$ cat src/rtl/mem_port_arbiter.sv
// -----------------------------------------------------------------------------
// mem_port_arbiter
//
// Purpose:
//   Round-robin arbiter that shares the single-port shared memory among the
//   processors of the pool. At most one registered one-hot grant (read or
//   write) is active in any cycle. A grant is held for the length of a burst,
//   but once it has run for MAX_BURST cycles it is handed over if another
//   port is waiting. This keeps one port from starving the others.
//
// Ports:
//   i_clk       clock, rising edge
//   i_rst       asynchronous reset, active-high
//   i_req_rd    per-port read request (level, held until served)
//   i_req_wr    per-port write request (level, held until served)
//   o_grant_rd  one-hot read grant, registered
//   o_grant_wr  one-hot write grant, registered
//   o_sel       index of the granted port; valid while o_busy=1
//   o_busy      any grant active
//
// Configuration macro:
//   ARB_WR_PRIORITY_EN  when defined, any pending write beats every pending
//                       read. Round-robin order applies among writes first,
//                       then among reads. Within a port, write beats read.
//                       An active read grant is pre-empted at MAX_BURST
//                       whenever a write is pending, even from the same port.
//                       When undefined, the arbiter is pure round-robin and
//                       serves a port's read before its write.
// -----------------------------------------------------------------------------
module mem_port_arbiter #(
    parameter int PORT_COUNT = 4,
    parameter int MAX_BURST  = 8,
    parameter int IDX_W      = $clog2(PORT_COUNT)
) (
    input  logic                  i_clk,
    input  logic                  i_rst,
    input  logic [PORT_COUNT-1:0] i_req_rd,
    input  logic [PORT_COUNT-1:0] i_req_wr,
    output logic [PORT_COUNT-1:0] o_grant_rd,
    output logic [PORT_COUNT-1:0] o_grant_wr,
    output logic [IDX_W-1:0]      o_sel,
    output logic                  o_busy
);

    localparam int               CNT_W     = $clog2(MAX_BURST + 1);
    localparam logic [CNT_W-1:0] CNT_MAX   = CNT_W'(MAX_BURST);
    localparam logic [CNT_W-1:0] CNT_ONE   = CNT_W'(1);
    localparam logic [IDX_W-1:0] PTR_RESET = IDX_W'(PORT_COUNT - 1);

    typedef enum logic [1:0] {
        ST_IDLE     = 2'd0,
        ST_GRANT_RD = 2'd1,
        ST_GRANT_WR = 2'd2
    } state_t;

    state_t                  state;
    logic [PORT_COUNT-1:0]   grant_rd;
    logic [PORT_COUNT-1:0]   grant_wr;
    logic [IDX_W-1:0]        sel;
    logic [IDX_W-1:0]        ptr;
    logic [CNT_W-1:0]        burst_cnt;

    logic [PORT_COUNT-1:0]   cur_mask;
    logic [PORT_COUNT-1:0]   others_req;
    logic                    granted_req;
    logic                    cnt_full;
    logic                    hold;
    logic                    forced;
    logic [PORT_COUNT-1:0]   cand_rd;
    logic [PORT_COUNT-1:0]   cand_wr;
    logic [IDX_W-1:0]        scan_base;
    logic                    win_found;
    logic                    win_is_wr;
    logic [IDX_W-1:0]        win_idx;
`ifdef ARB_WR_PRIORITY_EN
    logic [IDX_W:0]          pick_wr;
    logic [IDX_W:0]          pick_rd;
`else
    logic [IDX_W:0]          pick_any;
`endif

    // Finds the first set bit of vec in round-robin order. The scan starts at
    // (base+1) and wraps, so base itself is checked last. The loop walks from
    // lowest priority to highest, which lets the highest-priority hit
    // overwrite the earlier ones. Result: {found, index}.
    function automatic logic [IDX_W:0] pick_first(
        input logic [PORT_COUNT-1:0] vec,
        input logic [IDX_W-1:0]      base
    );
        logic [IDX_W:0]   res;
        logic [IDX_W-1:0] pos_idx;
        int               pos;
        res = '0;
        for (int k = PORT_COUNT; k >= 1; k--) begin
            pos     = (int'(base) + k) % PORT_COUNT;
            pos_idx = pos[IDX_W-1:0];
            if (vec[pos_idx]) begin
                res = {1'b1, pos_idx};
            end
        end
        return res;
    endfunction

    // Decides whether the current grant is held, released or forced to
    // rotate. It then picks the next winner.
    //
    // Once a grant is active, the scan starts just after the holder. So on a
    // release or rotation the holder ends up last in line. This matches the
    // pointer being updated to the holder on that same edge.
    //
    // On a forced rotation the holder's requests are masked out, so it waits
    // one round. One exception applies with write priority enabled: if a read
    // was pre-empted by a write from the same port, that write stays eligible.
    always_comb begin
        cur_mask      = '0;
        cur_mask[sel] = 1'b1;
        others_req    = (i_req_rd | i_req_wr) & ~cur_mask;
        cnt_full      = (burst_cnt == CNT_MAX);

        case (state)
            ST_GRANT_RD: granted_req = i_req_rd[sel];
            ST_GRANT_WR: granted_req = i_req_wr[sel];
            default:     granted_req = 1'b0;
        endcase

`ifdef ARB_WR_PRIORITY_EN
        if (state == ST_GRANT_RD) begin
            hold = granted_req && (!cnt_full || (!(|others_req) && !i_req_wr[sel]));
        end else begin
            hold = granted_req && (!cnt_full || !(|others_req));
        end
`else
        hold = granted_req && (!cnt_full || !(|others_req));
`endif
        forced = granted_req && !hold;

        cand_rd = i_req_rd;
        cand_wr = i_req_wr;
        if (forced) begin
            cand_rd = i_req_rd & ~cur_mask;
`ifdef ARB_WR_PRIORITY_EN
            if (state != ST_GRANT_RD) begin
                cand_wr = i_req_wr & ~cur_mask;
            end
`else
            cand_wr = i_req_wr & ~cur_mask;
`endif
        end

        scan_base = (state == ST_IDLE) ? ptr : sel;

`ifdef ARB_WR_PRIORITY_EN
        pick_wr = pick_first(cand_wr, scan_base);
        pick_rd = pick_first(cand_rd, scan_base);
        if (pick_wr[IDX_W]) begin
            win_found = 1'b1;
            win_is_wr = 1'b1;
            win_idx   = pick_wr[IDX_W-1:0];
        end else begin
            win_found = pick_rd[IDX_W];
            win_is_wr = 1'b0;
            win_idx   = pick_rd[IDX_W-1:0];
        end
`else
        pick_any  = pick_first(cand_rd | cand_wr, scan_base);
        win_found = pick_any[IDX_W];
        win_idx   = pick_any[IDX_W-1:0];
        win_is_wr = !cand_rd[win_idx];
`endif
    end

    // Grant state machine. Grants, sel and the burst counter are all
    // registered together, so o_sel never gets out of step with the grant
    // vectors.
    //
    // While a grant is held, the burst counter counts up and saturates. This
    // lets a port that is alone on the bus keep its grant indefinitely.
    //
    // Any change of owner does three things on one edge: it moves the pointer
    // to the old holder, loads the new winner, and restarts the count at 1.
    // No idle bubble is inserted.
    always_ff @(posedge i_clk or posedge i_rst) begin
        if (i_rst) begin
            state     <= ST_IDLE;
            grant_rd  <= '0;
            grant_wr  <= '0;
            sel       <= '0;
            ptr       <= PTR_RESET;
            burst_cnt <= '0;
        end else if (hold) begin
            if (!cnt_full) begin
                burst_cnt <= burst_cnt + CNT_ONE;
            end
        end else begin
            if (state != ST_IDLE) begin
                ptr <= sel;
            end
            if (win_found) begin
                sel       <= win_idx;
                burst_cnt <= CNT_ONE;
                grant_rd  <= '0;
                grant_wr  <= '0;
                if (win_is_wr) begin
                    state             <= ST_GRANT_WR;
                    grant_wr[win_idx] <= 1'b1;
                end else begin
                    state             <= ST_GRANT_RD;
                    grant_rd[win_idx] <= 1'b1;
                end
            end else begin
                state     <= ST_IDLE;
                grant_rd  <= '0;
                grant_wr  <= '0;
                burst_cnt <= '0;
            end
        end
    end

    assign o_grant_rd = grant_rd;
    assign o_grant_wr = grant_wr;
    assign o_sel      = sel;
    assign o_busy     = (|grant_rd) | (|grant_wr);

endmodule
$ cat config.mk
export PLATFORM = sky130hd
export DESIGN_NAME = mem_port_arbiter
export DESIGN_NICKNAME = d
export VERILOG_FILES = /design/src/rtl/mem_port_arbiter.sv
export SDC_FILE = /design/constraint.sdc
export NUM_CORES = 1
export LEC_CHECK = 0
export ABC_AREA = 0
export BUFFER_PORTS_ARGS = -buffer_cell sky130_fd_sc_hd__buf_2
export CELL_PAD_IN_SITES_DETAIL_PLACEMENT = 1
export CELL_PAD_IN_SITES_GLOBAL_PLACEMENT = 2
export CORE_MARGIN = 3
export CORE_UTILIZATION = 33
export CTS_CLUSTER_DIAMETER = 150
export CTS_CLUSTER_SIZE = 28
export DETAILED_ROUTE_END_ITERATION = 10
export PLACE_DENSITY = 0.74
export SYNTH_ARGS = -nofsm -noshare
export SYNTH_HDL_FRONTEND = slang
export SYNTH_SLANG_ARGS = --single-unit
$ cat constraint.sdc
create_clock -name i_clk -period 3.1 [get_ports i_clk]
set_input_delay 0.31 -clock i_clk [delete_from_list [all_inputs] [get_ports i_clk]]
set_output_delay 0.31 -clock i_clk [all_outputs]
set_load 0.005 [all_outputs]
Word level (Yosys, flattened, before mapping). Cells that the tools add are included. Widths: inputs -> output; s select.

$add $sub $neg: 5. Multiply operators: 0. Divide/modulo/power cells: 0. Order comparisons: 8. Equality and inequality tests: 4. Shifts and indexed selects: 0. Multiplexer cells: 35. Bitwise gates (word level): 8. Reductions and logical operators: 15.

Operators by type and width (count): $mux 4 (8); $lt 2x3->1 const B (6); $bmux 1 s2 (7); $and 4x4->4 (3); $mux 3 (4); $reduce_or 4->1 (3); $mux 1 (10); $or 4x4->4 (2); $mux 2 (3); $add 2x1->2 const B (2); $add 2x2->2 const B (2); $add 4x1->4 const B (1); $demux 1 s2 (2); $eq 4x4->1 const B (1); $ge 2x1->1 const B (2); $logic_and 1x1->1 (4); $not 4->4 (1); $reduce_and 2->1 (2); $logic_not 1->1 (3); $eq 2x1->1 const B (1); $eq 2x2->1 const B (1); $logic_not 2->1 (1); $ne 2x2->1 const B (1); $pmux 1 s2 (1); other kinds (4) (4).

Register bits: 18. Bits in latches: 0. Memory bits (writable): 0. Bits in read-only memories: 0. Output and inout port bits: 11. Memories: 0.

Logic depth before layout (Yosys ltp). Gate-level depths: netlist (run 1).

Word-level depth: 26. Mapped depth: 11. Mapped depth without buffers: 11.

Worst setup path after synthesis (run 1). Ideal clock, no wire load.

Path type: register to register. Start: reg sel[0], in the netlist o_sel[0]. End: reg state[1]. Library setup time: 126 ps. Arrival time: 2573 ps. Required time: 2974 ps. Path slack: 401 ps. Cell stages (with the launch flop): 10. Path buffers: 0. Period minus slack after synthesis: 2699 ps. Path through: dfrtp_1 > mux4_2 > a22o_1 > o2111ai_2 > or3_4 > a21oi_2 > o31ai_2 > nand2_2 > mux2_4 > a221o_1.

Cells in the longest elaborated chain, start to end: 24. Elaborated cells between the ends (all ways): 44. Those cells by class: add/sub: 4; order compare: 2; mux: 26; bitwise: 5; reduce/logical: 7.

RTL lines: start: declaration (RTL line 59) `logic [IDX_W-1:0] sel;`; start signal: assignment (RTL line 199) `sel <= win_idx;`; $lt 2x3->1 (not written as such) or $ge 2x1->1 (tied branches) (RTL line 116) `cur_mask[sel] = 1'b1;`; $logic_and 1x1->1 (not written as such) (RTL line 116); $mux 1 (not written as such) (RTL line 116); $demux 1 s2 (RTL line 116); $not 4->4 (RTL line 117, 140, 146); $and 4x4->4 (RTL line 117) `others_req = (i_req_rd | i_req_wr) & ~cur_mask;`; $reduce_or 4->1 (RTL line 133) `hold = granted_req && (!cnt_full || !(|others_req));`; $logic_not 1->1 (RTL line 133); [... 5 more ...]; $or 4x4->4 (RTL line 165) `pick_any = pick_first(cand_rd | cand_wr, scan_base);`; $bmux 1 s2 (RTL line 97) `if (vec[pos_idx]) begin`; $mux 1 (not written as such) (RTL line 97); $mux 3 (4 in a row) (RTL line 97); $bmux 1 s2 (RTL line 168) `win_is_wr = !cand_rd[win_idx];`; $mux 1 (not written as such) (RTL line 168); $mux 2 (RTL line 203) `if (win_is_wr) begin`; $mux 2 (RTL line 198) `if (win_found) begin`; end signal: assignment (RTL line 204) `state <= ST_GRANT_WR;`; end signal: assignment (RTL line 207) `state <= ST_GRANT_RD;`; end signal: assignment (RTL line 211) `state <= ST_IDLE;`; end: declaration (RTL line 56) `state_t state;`.

Parallel ways exist; a longest one is shown, timed or not. The select of a mux whose other input is x is not followed. A chain may end at the register's enable or synchronous reset.

Worst setup path after layout (run 1). Ends and elaborated chain as after synthesis.

==> results of run 1 <==
[stage by stage]
| step | instance area, sq um | total power (uW) |
|---|---|---|
| after global placement | 1340 | 1220 |
| after global routing | 1390 | 1540 |
| final | 1390 | 1410 |
| after floorplan | 1170 | 996 |
| after CTS | 1380 | 1390 |
| after detailed placement | 1340 | 1230 |
[cell type report]
type	count	area (sq um)	area share
clock buffer	4	36.3	0.0261
inverter	8	30.0	0.0216
multi-input combinational	94	689	0.496
sequential	18	454	0.327
tap	46	57.6	0.0414
timing repair buffer	23	123	0.0882
[worst register-to-register path, stage by stage (launching register included)]
cell and delay [ps]:
dfrtp_2 470, mux4_2 520, a22o_1 270, o2111ai_2 170
or3_4 220, a21oi_2 70, o31ai_2 310, nand2_2 160
mux2_4 340, a221o_1 310
[logic make-up after synthesis]
| group | after synthesis | synth area share |
|---|---|---|
| AND/OR/NAND/NOR | 40 | 0.163 |
| AO/OA/AOI/OAI | 39 | 0.249 |
| flip-flops | 18 | 0.386 |
| buffers and inverters | 11 | 0.0374 |
| multiplexers | 7 | 0.0886 |
| adder cells (fa/ha/maj) | 5 | 0.0534 |
| XOR/XNOR | 3 | 0.0224 |
[layer usage]
layer,vias up,track usage
met1,524,0.223
met4,0,0.0466
li1,504,-
met3,4,0.0308
met5,-,0
met2,9,0.279
[registers in the layout, indices dropped and copies added (netlist names)]
| signal | flops |
|---|---|
| burst_cnt | 4 |
| o_grant_rd | 4 |
| o_grant_wr | 4 |
| o_sel | 2 |
| ptr | 2 |
| state | 2 |
[cells in the mapped netlist, types with 2 or more instances]
| master | count | area (sq um) |
|---|---|---|
| dfrtp_1 | 16 | 400 |
| nor4_1 | 2 | 12.5 |
| a21oi_1 | 6 | 30.0 |
| ha_1 | 5 | 62.6 |
| or3_1 | 2 | 12.5 |
| xnor2_1 | 2 | 17.5 |
| inv_1 | 8 | 30.0 |
| a32o_1 | 2 | 20.0 |
| nor3_1 | 4 | 20.0 |
| or2_2 | 2 | 12.5 |
| o31ai_1 | 4 | 30.0 |
| o21ai_0 | 8 | 40.0 |
| a22o_1 | 4 | 35.0 |
| mux4_2 | 2 | 45.0 |
| nand2_1 | 10 | 37.5 |
| nor2_1 | 14 | 52.6 |
| o21a_1 | 2 | 15.0 |
| mux2_2 | 3 | 33.8 |
| dfstp_2 | 2 | 52.6 |
| buf_2 | 2 | 10.0 |
[report_power, final]
group / internal, uW / switching, uW
Sequential: 328 / 73.4
Clock: 71.7 / 83.0
Combinational: 378 / 472
[what timing repair did]
| item | 4_1_cts | 5_1_grt |
|---|---|---|
| buffers inserted | 0 | 0 |
| endpoints found under the hold margin | 0 | 0 |
| resized for setup | 0 | 5 |
| setup endpoints to repair | 0 | 5 |
[how the worst max path moves through the flow]
stage	slack (ps)	end	cells after the start
2_1_floorplan	400	state[1]	9
3_3_place_gp	230	state[1]	10
3_5_place_dp	110	state[1]	9
4_1_cts	80	state[1]	9
5_1_grt	30	state[1]	9
6_report	180	state[1]	9
==> impl_metrics.toml, run 1 <==
[layout]
layout_commonest_cell = "buf_2"
finalNetCount = 163
final_cell_mix = "buf_2, dfrtp_1, nor2_1, nand2_1, inv_1"
fin_util = 0.410
area_delta_synth_final_pct = 18.6
drive_gt1_frac = 0.320
nFillCells = 400
instances_no_fill = 193
antenna_cells = 0

[critical_path]
timing.rr.start = "o_sel[0]"
r2r_setup_slack_ps = 180
worstPathCellList = "mux4_2 -> a22o_1 -> o2111ai_2 -> or3_4 -> a21oi_2 -> o31ai_2 -> nand2_2 -> mux2_4 -> a221o_1"
worstSetupStartpoint = "o_sel[0]"
cp-start-kind = "register"
criticalPathCategory = "reg2reg"
required_ps = 3310
path_delay_family = "compound AO/OA/AOI/OAI gates"
crit_slowest_cell = "mux4_2"
arrival_ps = 3140
timing.rr.end = "state[1]"
end_kind = "register"
cp_max_fo = 7
critPathMaxStageDelay_ps = 520
cp_num_buf_inv = 0
rr_worst_depth = 9

[routing]
dr_wl_met3_microns = 56
dr.pass1.iters = 4
top_layer_used = "met4"
met2_length_microns = 1630
drt_wl_total_microns = 3230
wl_per_cell_microns = 16.7
met1_length_microns = 1510
ant_nets = 0
via_per_inst = 5.39
vias = 1041
remaining_drc_errors = 0
drt-initial-drc-count = 43

[sta]
fin_skew_ps = 13.7
holdWs_ps = 82.6
grt_setup_unrepaired = "false"
tightest_slew_ps = 699
fmax_mhz = 342
slew_headroom = 0.534
period_share = 0.943
fin_ws_ps = 176
min_period_ps = 2920
setup_violations = 0
finalHoldViolCount = 0
setup_tns_ps = 0
final_max_slew_viol_count = 0

[synth]
syn-num-nets = 138
synthFlopType = "dfrtp_1"
yosysUniqueCellTypes = 43
synth-async-reset-ratio = 1.00
yosys_warnings = 0
yosysSeqAreaShare = 0.386
synth-edff-count = 0
ys_ff_latch = 18
syn_avg_cell_area_sq_um = 9.53
netlist_instances = 123
syn-cell-area_sq_mm = 0.00117

[global_route]
overflow = 0
grt_util_all_layers = 0.168
grt_pass1_wl_microns = 5460
grt_max_degree = 19
grt_pass1_vias = 1103
antenna_found_initial = 0

[cts]
clk_pin_slew_worst_paths_ps = 120
clkLatencyLatePin_ps = 310
numCtsBuffers = 3
clockBufferDepth = 2
cts_tree = "built"
cts_root_buf = "clkbuf_4"
clock_sinks = 18
cts.hold.buffers_added = 0
clock_tree.htree_level_count = 1

[placement]
pre_cts_ws_ps = 108
dp_cells = 189
place_hpwl_microns = 2540
io_buffers = 20
place.gp.congestion = 0.829

[pwr]
power_leakage_uw = 0.000625
ir_worst_vdd_mv = 0.489
power_density_mw_per_mm2 = 1010

[run_status]
status = "complete, no violations"

[floorplanning]
fp-row-count = 21
coreArea_sq_mm = 0.00339
die_h_microns = 65.6
die_area_sq_mm = 0.00430
die_w_microns = 65.6
ios = 21
start_util = 0.346

[worst_hold_path]
min_path_type = "in2async"

[job]
drv_cap = 0
Power figures use the tool's default switching activity.
==> run 2, diff against run 1 <==
RECOVER_POWER = 50   (was default)
==> impl_metrics.toml, run 2 (synthesis gave the netlist of run 1 again) <==
[critical_path]
end_kind = "register"
criticalPathCategory = "reg2reg"
cp-start-kind = "register"
arrival_ps = 3140
worstPathCellList = "mux4_2 -> a22o_1 -> o2111ai_2 -> or3_4 -> a21oi_2 -> o31ai_2 -> nand2_2 -> mux2_4 -> a221o_1"
cp_num_buf_inv = 0
crit_slowest_cell = "mux4_2"
path_delay_family = "compound AO/OA/AOI/OAI gates"
required_ps = 3310
critPathMaxStageDelay_ps = 520
cp_max_fo = 7

[cts]
cts_tree = "built"
clkLatencyLatePin_ps = 310
cts_setup_buffers = 0
numCtsBuffers = 3
clock_sinks = 18
cts_root_buf = "clkbuf_4"
clk_pin_slew_worst_paths_ps = 120
clock_tree.htree_level_count = 1
clockBufferDepth = 2

[sta]
fmax_mhz = 342
finalHoldViolCount = 0
holdWs_ps = 82.6
final_max_slew_viol_count = 0
slew_headroom = 0.534
tightest_slew_ps = 699
setup_tns_ps = 0
fin_skew_ps = 13.7
grt_setup_unrepaired = "false"
period_share = 0.943
setup_violations = 0
min_period_ps = 2920

[layout]
instances_no_fill = 193
final_cell_mix = "buf_2, dfrtp_1, nor2_1, nand2_1, inv_1"
drive_gt1_frac = 0.313
finalNetCount = 163
final_area_sq_mm = 0.00139
area_delta_synth_final_pct = 18.5
layout_commonest_cell = "buf_2"
antenna_cells = 0

[routing]
vias = 1041
via_per_inst = 5.39
dr.pass1.iters = 4
remaining_drc_errors = 0
ant_nets = 0
drt_wl_total_microns = 3230
drt-initial-drc-count = 43
wl_per_cell_microns = 16.7

[run_status]
status = "complete, no violations"

[global_route]
grt_max_degree = 19
grt_util_all_layers = 0.168
grt_pass1_vias = 1103
antenna_found_initial = 0
overflow = 0
grt_pass1_wl_microns = 5460

[job]
drv_cap = 0

[floorplanning]
die_h_microns = 65.6
start_util = 0.346
die_w_microns = 65.6
die_area_sq_mm = 0.00430
fp-row-count = 21
ios = 21
coreArea_sq_mm = 0.00339

[placement]
place.gp.congestion = 0.829
place_hpwl_microns = 2540
place_area_sq_mm = 0.00134
io_buffers = 20
dp_cells = 189

[pwr]
power_leakage_uw = 0.000621
ir_worst_vdd_mv = 0.489
power_density_mw_per_mm2 = 1010

[worst_hold_path]
min_path_type = "in2async"
-- run 2: cell count changes in the layout (fill, tap and decap cells not counted), sizes merged --
| cell | delta |
|---|---|
| buf | -1 |
| clkbuf | +1 |
-- run 2: routing by layer --
layer	up-vias	global-route usage	part of all wire
li1	504	-	-
met1	524	0.223	0.47
met2	9	0.279	0.50
met3	4	0.0308	0.017
met4	0	0.0466	0.0099
met5	-	0	0
-- run 2: cell type report --
cell class	instances	area, sq um
Clock buffer	4	36.3
Timing Repair Buffer	23	121
Tap cell	46	57.6
Inverter	8	30.0
Sequential cell	18	454
Fill cell	401	2000
Multi-Input combinational cell	94	689
-- run 2: per-stage QoR --
step	setup WS (ps)	total power (uW)	util
final	176	1410	0.410
after global routing	28.5	1530	0.410
after CTS	76.6	1390	0.406
after detailed placement	108	1230	0.395
after global placement	231	1220	0.395
after floorplan	401	996	-
-- run 2: where the power goes --
group          total [uW]  switching (uW)  internal, uW  leakage, uW
clock network         155            83.0          71.7    0.0000210
registers             401            73.5           328     0.000226
logic                 849             472           377     0.000374
-- run 2: final timing paths --
| kind | start | slack, ps | cells after the start | to |
|---|---|---|---|---|
| worst max-delay path | o_sel[0] | 180 | 9 | state[1] |
| worst min-delay path | i_rst | 80 | 2 | o_grant_rd[3] |
| worst max register to register | o_sel[0] | 180 | 9 | state[1] |
| worst min register to register | o_grant_rd[3] | 530 | 2 | o_grant_rd[3] |
| max in group asynchronous | i_rst | 2540 | 2 | o_sel[0] |
| min in group i_clk | i_req_rd[0] | 410 | 3 | o_grant_rd[0] |
-- run 2: timing repair --
item                                    in CTS  in global routing
endpoints found under the setup margin       0                  5
resized for setup                            0                  5
hold buffers                                 0                  0
==> run 3, diff against run 2 <==
MAX_ROUTING_LAYER = met4   (was default)
==> impl_metrics.toml, run 3 (synthesis gave the netlist of run 1 again) <==
[run_status]
status = "complete, no violations"

[sta]
fin_skew_ps = 13.7
finalHoldViolCount = 0
tightest_slew_ps = 699
holdWs_ps = 79.5
setup_tns_ps = 0
final_max_slew_viol_count = 0
min_period_ps = 2920
setup_violations = 0
grt_setup_unrepaired = "false"
fmax_mhz = 342
slew_headroom = 0.533
period_share = 0.943

[cts]
clock_sinks = 18
numCtsBuffers = 3
cts_tree = "built"
cts.hold.buffers_added = 0
clkLatencyLatePin_ps = 310
clk_pin_slew_worst_paths_ps = 120
clock_tree.htree_level_count = 1
clockBufferDepth = 2
cts_root_buf = "clkbuf_4"

[global_route]
overflow = 0
grt_max_degree = 19
grt_pass1_vias = 1096
grt_util_all_layers = 0.174
antenna_found_initial = 0
grt_pass1_wl_microns = 5480

[critical_path]
criticalPathCategory = "reg2reg"
worstPathCellList = "mux4_2 -> a22o_1 -> o2111ai_2 -> or3_4 -> a21oi_2 -> o31ai_2 -> nand2_2 -> mux2_4 -> a221o_1"
cp_max_fo = 7
cp_num_buf_inv = 0
critPathMaxStageDelay_ps = 520
end_kind = "register"
required_ps = 3310
crit_slowest_cell = "mux4_2"
arrival_ps = 3140
r2r_setup_slack_ps = 180
timing.rr.start = "o_sel[0]"
worstSetupStartpoint = "o_sel[0]"
cp-start-kind = "register"
timing.rr.end = "state[1]"
path_delay_family = "compound AO/OA/AOI/OAI gates"
rr_worst_depth = 9

[floorplanning]
coreArea_sq_mm = 0.00339
die_w_microns = 65.6
start_util = 0.346
ios = 21
die_area_sq_mm = 0.00430
fp-row-count = 21
die_h_microns = 65.6

[routing]
remaining_drc_errors = 0
via_per_inst = 5.43
dr.pass1.iters = 4
wl_per_cell_microns = 16.7
drt_wl_total_microns = 3230
ant_nets = 0
vias = 1048
drt-initial-drc-count = 40

[pwr]
power_leakage_uw = 0.000621
ir_worst_vdd_mv = 0.488
power_density_mw_per_mm2 = 1010

[layout]
final_cell_mix = "buf_2, dfrtp_1, nor2_1, nand2_1, inv_1"
finalNetCount = 163
nFillCells = 401
area_delta_synth_final_pct = 18.5
drive_gt1_frac = 0.313
fin_util = 0.410
layout_commonest_cell = "buf_2"
seqCellArea_sq_um = 454
multi_input_area_sq_um = 689
instances_no_fill = 193
antenna_cells = 0

[placement]
place.gp.congestion = 0.841
dp_cells = 189
io_buffers = 20
place_hpwl_microns = 2540

[worst_hold_path]
min_path_type = "in2async"

[job]
drv_cap = 0
[run 3: cell counts in the layout (fill, tap and decap cells not counted)]
Identical to the previous run, type by type.
[run 3: layer usage]
| layer | vias to the layer above | track usage | part of all wire |
|---|---|---|---|
| met4 | 0 | 0.0466 | 0.0090 |
| met5 | - | - | 0 |
| met2 | 12 | 0.279 | 0.50 |
| li1 | 504 | - | - |
| met3 | 4 | 0.0359 | 0.020 |
| met1 | 528 | 0.223 | 0.47 |
[run 3: cell type report]
cell class | instances | area share
clock buffers | 4 | 0.0261
inverters | 8 | 0.0216
multi-input cells | 94 | 0.496
flip-flops and latches | 18 | 0.327
well taps | 46 | 0.0414
repair buffers | 23 | 0.0874
[run 3: power breakdown]
part	internal (uW)	switching, uW	total [uW]
Combinational	377	472	849
Sequential	328	73.6	401
Clock	71.8	84.0	156
[run 3: how the worst max path moves through the flow]
stage / to / slack, ps / cells past startpoint
6_report: state[1] / 180 / 9
3_5_place_dp: state[1] / 110 / 9
4_1_cts: state[1] / 80 / 9
3_3_place_gp: state[1] / 230 / 10
5_1_grt: state[1] / 30 / 9
2_1_floorplan: state[1] / 400 / 9
[run 3: metrics by stage]
stage | worst slack, ps | cell area (sq um) | power (uW)
after floorplan | 401 | 1170 | 996
after global placement | 231 | 1340 | 1220
after detailed placement | 108 | 1340 | 1230
after CTS | 76.6 | 1380 | 1390
after global routing | 28.5 | 1390 | 1540
final | 175 | 1390 | 1410
[run 3: repair_timing]
| action | in CTS | in global routing |
|---|---|---|
| gates resized for setup | 0 | 5 |
| setup buffers | 0 | 0 |
| setup endpoints to repair | 0 | 5 |
